**src/rtl/gray_disp_pkg.sv**
```systemverilog
// Shared definitions for the binary-to-Gray board display.
//   disp_state_e : which digit of the two-digit display is being driven
//   SEG_BLANK    : all segments off (active-low)
//   SEG_LUT      : decimal digit 0..9 to active-low segment pattern, seg[6..0] = A..G
//   to_gray()    : 4-bit binary to reflected Gray code
package gray_disp_pkg;

  typedef enum logic {
    UNITS = 1'b0,
    TENS  = 1'b1
  } disp_state_e;

  localparam logic [6:0] SEG_BLANK = 7'h7F;

  localparam logic [6:0] SEG_LUT [0:9] = '{
    7'h01, 7'h4F, 7'h12, 7'h06, 7'h4C,
    7'h24, 7'h20, 7'h0F, 7'h00, 7'h04
  };

  function automatic logic [3:0] to_gray(input logic [3:0] b);
    return b ^ (b >> 1);
  endfunction

endpackage

```
**src/rtl/binary_to_gray_display_sync_debounce.sv**
```systemverilog
// Two-stage synchronizer plus whole-word debouncer.
//   clk             : system clock
//   rst             : synchronous active-high reset
//   din_i           : raw asynchronous input word (may bounce)
//   accepted_next_o : accepted word as it will be after the coming edge
//   update_o        : high in the cycle whose edge accepts a new word
// A word is accepted once the synchronized value has matched the candidate
// for DEBOUNCE_CYCLES counted cycles and differs from the current accepted word.
module sync_debounce #(
  parameter int unsigned WIDTH           = 4,
  parameter int unsigned DEBOUNCE_CYCLES = 270000
) (
  input  logic             clk,
  input  logic             rst,
  input  logic [WIDTH-1:0] din_i,
  output logic [WIDTH-1:0] accepted_next_o,
  output logic             update_o
);

  localparam int unsigned CNT_W = (DEBOUNCE_CYCLES > 1) ? $clog2(DEBOUNCE_CYCLES) : 1;
  localparam logic [CNT_W-1:0] CNT_MAX = CNT_W'(DEBOUNCE_CYCLES - 1);

  logic [WIDTH-1:0] sync1_q, sync2_q;
  logic [WIDTH-1:0] cand_q, cand_d;
  logic [WIDTH-1:0] acc_q, acc_d;
  logic [CNT_W-1:0] cnt_q, cnt_d;
  logic             update;

  always_comb begin
    // NOTE: every signal gets a default first so no path leaves it unassigned (no latches).
    cand_d = cand_q;
    cnt_d  = cnt_q;
    acc_d  = acc_q;
    update = 1'b0;
    if (sync2_q != cand_q) begin
      // Any disagreement restarts the stability window on the new word.
      cand_d = sync2_q;
      cnt_d  = '0;
    end else if (cnt_q == CNT_MAX) begin
      // Counter saturates here; a word equal to the accepted one stays silent.
      if (cand_q != acc_q) begin
        acc_d  = cand_q;
        update = 1'b1;
      end
    end else begin
      cnt_d = cnt_q + 1'b1;
    end
  end

  // NOTE: state registers use non-blocking assignments so every flop samples pre-edge values.
  always_ff @(posedge clk) begin
    if (rst) begin
      sync1_q <= '0;
      sync2_q <= '0;
      cand_q  <= '0;
      cnt_q   <= '0;
      acc_q   <= '0;
    end else begin
      sync1_q <= din_i;
      sync2_q <= sync1_q;
      cand_q  <= cand_d;
      cnt_q   <= cnt_d;
      acc_q   <= acc_d;
    end
  end

  assign accepted_next_o = acc_d;
  assign update_o        = update;

endmodule

```
**src/rtl/binary_to_gray_display.sv**
```systemverilog
// Board block: debounced 4-bit switch value shown as Gray code on active-low
// LEDs and as a decimal number on a two-digit multiplexed 7-segment display.
//   clk         : system clock
//   rst         : synchronous active-high reset
//   bin_in      : raw switch value, asynchronous, may bounce
//   gray        : registered Gray code of the accepted value
//   leds        : active-low LEDs, ~gray
//   code_update : one-cycle pulse when a new value is accepted
//   uni / dec   : units / tens digit transistor enables, active-high
//   seg         : active-low segments, seg[6..0] = A..G
module binary_to_gray_display
  import gray_disp_pkg::*;
#(
  parameter int unsigned DEBOUNCE_CYCLES = 270000,
  parameter int unsigned REFRESH_CYCLES  = 27000
) (
  input  logic       clk,
  input  logic       rst,
  input  logic [3:0] bin_in,
  output logic [3:0] gray,
  output logic [3:0] leds,
  output logic       code_update,
  output logic       uni,
  output logic       dec,
  output logic [6:0] seg
);

  localparam int unsigned REF_W = $clog2(REFRESH_CYCLES);
  localparam logic [REF_W-1:0] REF_MAX = REF_W'(REFRESH_CYCLES - 1);

  logic [3:0]       acc_next;
  logic             accept;
  logic [3:0]       digit;

  disp_state_e      state_q, state_d;
  logic [REF_W-1:0] ref_cnt_q, ref_cnt_d;
  logic [3:0]       gray_q;
  logic [3:0]       leds_q;
  logic             code_update_q;
  logic             uni_q, uni_d;
  logic             dec_q, dec_d;
  logic [6:0]       seg_q, seg_d;

  sync_debounce #(
    .WIDTH           (4),
    .DEBOUNCE_CYCLES (DEBOUNCE_CYCLES)
  ) u_sync_debounce (
    .clk             (clk),
    .rst             (rst),
    .din_i           (bin_in),
    .accepted_next_o (acc_next),
    .update_o        (accept)
  );

  assign digit = acc_next % 4'd10;

  always_comb begin
    ref_cnt_d = ref_cnt_q + 1'b1;
    state_d   = state_q;
    if (ref_cnt_q == REF_MAX) begin
      ref_cnt_d = '0;
      state_d   = (state_q == UNITS) ? TENS : UNITS;
    end

    // Digit content uses the value accepted on this same edge, so a new
    // value appears immediately inside the phase being shown.
    uni_d = 1'b0;
    dec_d = 1'b0;
    seg_d = SEG_BLANK;
    if (state_q == UNITS) begin
      uni_d = 1'b1;
      seg_d = SEG_LUT[digit];
    end else if (acc_next >= 4'd10) begin
      dec_d = 1'b1;
      seg_d = SEG_LUT[1];
    end
  end

  always_ff @(posedge clk) begin
    if (rst) begin
      state_q       <= UNITS;
      ref_cnt_q     <= '0;
      gray_q        <= 4'h0;
      leds_q        <= 4'hF;
      code_update_q <= 1'b0;
      uni_q         <= 1'b0;
      dec_q         <= 1'b0;
      seg_q         <= SEG_BLANK;
    end else begin
      state_q       <= state_d;
      ref_cnt_q     <= ref_cnt_d;
      gray_q        <= to_gray(acc_next);
      leds_q        <= ~to_gray(acc_next);
      code_update_q <= accept;
      uni_q         <= uni_d;
      dec_q         <= dec_d;
      seg_q         <= seg_d;
    end
  end

  assign gray        = gray_q;
  assign leds        = leds_q;
  assign code_update = code_update_q;
  assign uni         = uni_q;
  assign dec         = dec_q;
  assign seg         = seg_q;

endmodule

```
**config.mk**
```make
export PLATFORM = sky130hd
export DESIGN_NAME = binary_to_gray_display
export DESIGN_NICKNAME = d
export VERILOG_FILES = /design/src/rtl/gray_disp_pkg.sv /design/src/rtl/binary_to_gray_display_sync_debounce.sv /design/src/rtl/binary_to_gray_display.sv
export SDC_FILE = /design/constraint.sdc
export NUM_CORES = 1
export LEC_CHECK = 0
export CAP_MARGIN = 40
export CORE_ASPECT_RATIO = 0.5
export CORE_MARGIN = 8
export CORE_UTILIZATION = 40
export DETAILED_ROUTE_END_ITERATION = 8
export SLEW_MARGIN = 40
export SYNTH_ARGS = -nofsm -noshare
export SYNTH_HDL_FRONTEND = slang
export SYNTH_SLANG_ARGS = --single-unit
```
**constraint.sdc**
```tcl
create_clock -name clk -period 8.5 [get_ports clk]
set_input_delay 1.7 -clock clk [delete_from_list [all_inputs] [get_ports clk]]
set_output_delay 1.7 -clock clk [all_outputs]
set_load 0.02 [all_outputs]
```
==> key figures <==
STA
  – Setup Viol. Count Final: 0
  – Worst clock skew: 0.002429 ns
  – Worst slew pin tran: 0.6173 ns
  – Min Clock Period, post-route: 3.878 ns
  – Final TNS setup: 0 ns
  – Final worst path period share: 45.63%
  – Max Clock Freq: 257.8 MHz
  – Max Slew Vio Count: 0
  – RSZ-0062 raised after global routing: no
  – Hold Worst Slack: 0.4311 ns
  – Slew headroom: 57.67%
  – Final hold viol count: 0

Power
  – Sequential power share: 44.4%
  – Sw Pwr: 0.1445 mW
  – PwrDens: 208.7 nW/um^2
  – Leakage power: 1.356 nW
  – Peak VDD IR: 0.00009565 V
  – Pint: 0.5949 mW
  – Final Power: 0.7394 mW
  – Switching Fraction: 19.54%
  – Clock power frac: 52.2%
  – Comb power frac: 3.4%

Outcome
  – Outcome: complete, no violations

Die
  – Row count: 22
  – Starting Density: 40.49%
  – Die Ht: 76.30 microns
  – Area of the die: 10,420 sq um
  – Core area: 7184 sq um
  – Die X: 136.6 microns
  – Number of I/O pins: 24

Synth
  – #FFs+latches synth: 68
  – Top-count cell post-synth: dfxtp_1
  – Syn Nets: 325
  – Most used DFF post-synth: dfxtp_1
  – Biggest area consumer among synthesized cells: dfxtp_1
  – Post-synth top area share: 46.80%
  – Async S/R FF share, synth: 0%
  – Post-synth EDFFs: 0
  – Yosys warning count: 0
  – Synth area leaders: dfxtp_1 (47%), xor2_1 (7.2%), nor2_1 (6.1%)
  – Top cells by count, synth: dfxtp_1 (68), nor2_1 (47), xor2_1 (24), inv_1 (17), xnor2_1 (14)
  – Synthesized area: 2909 sq um
  – Synth unique cells: 46
  – Sequential cell area fraction in the yosys report: 46.80%
  – Syn_area_per_cell: 9.445 sq um
  – Cell count after synthesis: 308

Setup path
  – Most common cell on crit path: inv_1
  – Critical path capture point type: flop
  – Critical Path Stages: 13
  – Delay-heaviest family, CP: simple AND/OR/NAND/NOR gates
  – Max Fanout on Critical Path: 7
  – CP max stage delay: 0.54 ns
  – Critical path class: flop to flop
  – Crit path launch type: flop
  – R2R depth: 13
  – Data arrival time of the worst path: 4.08 ns
  – WP buf/inv: 3
  – Crit path cell chain: nand3_2, or4_1, nor3_1, mux2i_1, inv_1, ha_1, nor2_1, inv_1, a21boi_1, inv_1, ha_1, nor4_1, nor3_2
  – CP required: 8.70 ns
  – Slowest cell on crit path: or4_1

Clock tree
  – TritonCTS clock tree: done
  – Post-CTS Setup Inserts: 0
  – Clk root buf: clkbuf_16
  – H-tree level count: 3
  – Reg clk slew, reported paths: 0.05 ns
  – PostCTS Resize Cnt: 0
  – CTS Hold Buffers Added: 0
  – CTS buffer count: 9
  – CTS sink count: 68
  – Clock buffer depth: 2
  – Clk_lat worst skew: 0.32 ns

Run
  – MaxCap Viol Count: 0

Global route
  – Initial antenna violation count: 0
  – Overflow after GRT: 0
  – First-pass GRT wire length: 9121 microns
  – Global-route usage over all layers: 10.81%
  – Number of global-route vias before repair: 2,126
  – Largest net degree at the start of global routing: 29

Drt
  – Post-route ant nets: 0
  – Via count: 2,092
  – Post-detailed-route DRC marker count: 0
  – Routed wire length: 5180 microns
  – Initial drt markers: 114
  – Vias per cell: 4.831
  – DR WL/cell: 11.96 microns
  – Pre-Repair DR Iteration Count: 4

Placed design
  – Placer Congestion: 0.7837
  – HPWL after detailed placement: 3740 microns
  – DP Area: 3221 sq um
  – Post-Place Cells: 417
  – Port Buffers: 23

Layout
  – Share of layout cells above drive strength 1: 9.199%
  – Post-Layout Cell Count: 433
  – Area grow syn2layout: 21.81%
  – Post-layout instance area: 3543 sq um
  – Nets: 349
  – Antenna Cells: 0

Hold path
  – Min-Delay Path Depth: 1
  – Worst hold-check path type: flop to flop
-- sequential cells by signal (all words and copies together), names as in the netlist --
name,cells
leds,4
u_sync_debounce.sync2_q,4
dec,1
seg,7
u_sync_debounce.sync1_q,4
ref_cnt_q,15
code_update,1
u_sync_debounce.cnt_q,19
u_sync_debounce.cand_q,4
uni,1
gray,4
u_sync_debounce.acc_q,3
state_q,1
-- cells in the final DEF, fill, tap and decap left out, types with 5 or more instances in the layout --
master,Yosys,layout
dfxtp_1,68,68
nor2_1,47,47
xor2_1,24,24
clkdlybuf4s50_1,0,23
inv_1,17,17
xnor2_1,14,14
nand2_1,12,12
nand3_1,12,12
nor2b_1,12,12
nand4_1,11,11
ha_1,11,11
clkbuf_16,0,9
and3_1,7,7
a21oi_1,5,5
o21ai_0,5,5
-- worst paths after layout --
kind / to / slack (ns) / from
setup / recovery: seg[6] / 4.62 / u_sync_debounce.cnt_q[10]
hold reg to reg: u_sync_debounce.sync2_q[3] / 0.43 / u_sync_debounce.sync1_q[3]
setup reg to reg: seg[6] / 4.62 / u_sync_debounce.cnt_q[10]
hold / removal: u_sync_debounce.sync2_q[3] / 0.43 / u_sync_debounce.sync1_q[3]
-- routing by layer --
layer / part of all wire (%) / global-route usage [%]
met5: 0 / 0
met4: 1.4 / 5.767
met3: 2.8 / 4.342
met2: 49 / 17.71
met1: 47 / 11.75
-- cell type report --
cell class,count,area [sq um]
Fill cell,655,3641
Timing Repair Buffer,24,237.7
Sequential cell,68,1361
Multi-Input combinational cell,212,1438
Inverter,17,63.81
Tap cell,96,120.1
Clock buffer,13,280.3
Clock inverter,3,42.54
-- power groups by stage --
stage	registers, mW	logic [mW]	clock network (mW)
2_1_floorplan	0.337	0.0146	0
3_3_place_gp	0.335	0.0250	0
3_5_place_dp	0.335	0.0256	0
4_1_cts	0.328	0.0257	0.399
5_1_grt	0.329	0.0280	0.409
6_report	0.328	0.0251	0.386
-- cells by family (layout without fill, tap and decap cells) --
family | count (synthesis) | after routing | share of synthesized area, %
buffers and inverters | 28 | 57 | 3.785
xor gates and xnor gates | 38 | 38 | 11.44
and+or+nand+nor | 135 | 135 | 24.73
DFF | 68 | 68 | 46.80
adders and majority gates | 11 | 11 | 4.731
AOI/OAI and AO/OA | 24 | 24 | 6.967
muxes | 4 | 4 | 1.548
-- through the flow --
| stage | utilization [%] | setup slack [ns] |
|---|---|---|
| floorplan | - | 5.201 |
| global placement | 44.83 | 4.872 |
| detailed placement | 44.83 | 4.676 |
| CTS | 49.32 | 4.647 |
| global route | 49.32 | 4.321 |
| finish | 49.32 | 4.622 |
No activity file was read; power rests on OpenSTA's default activity.
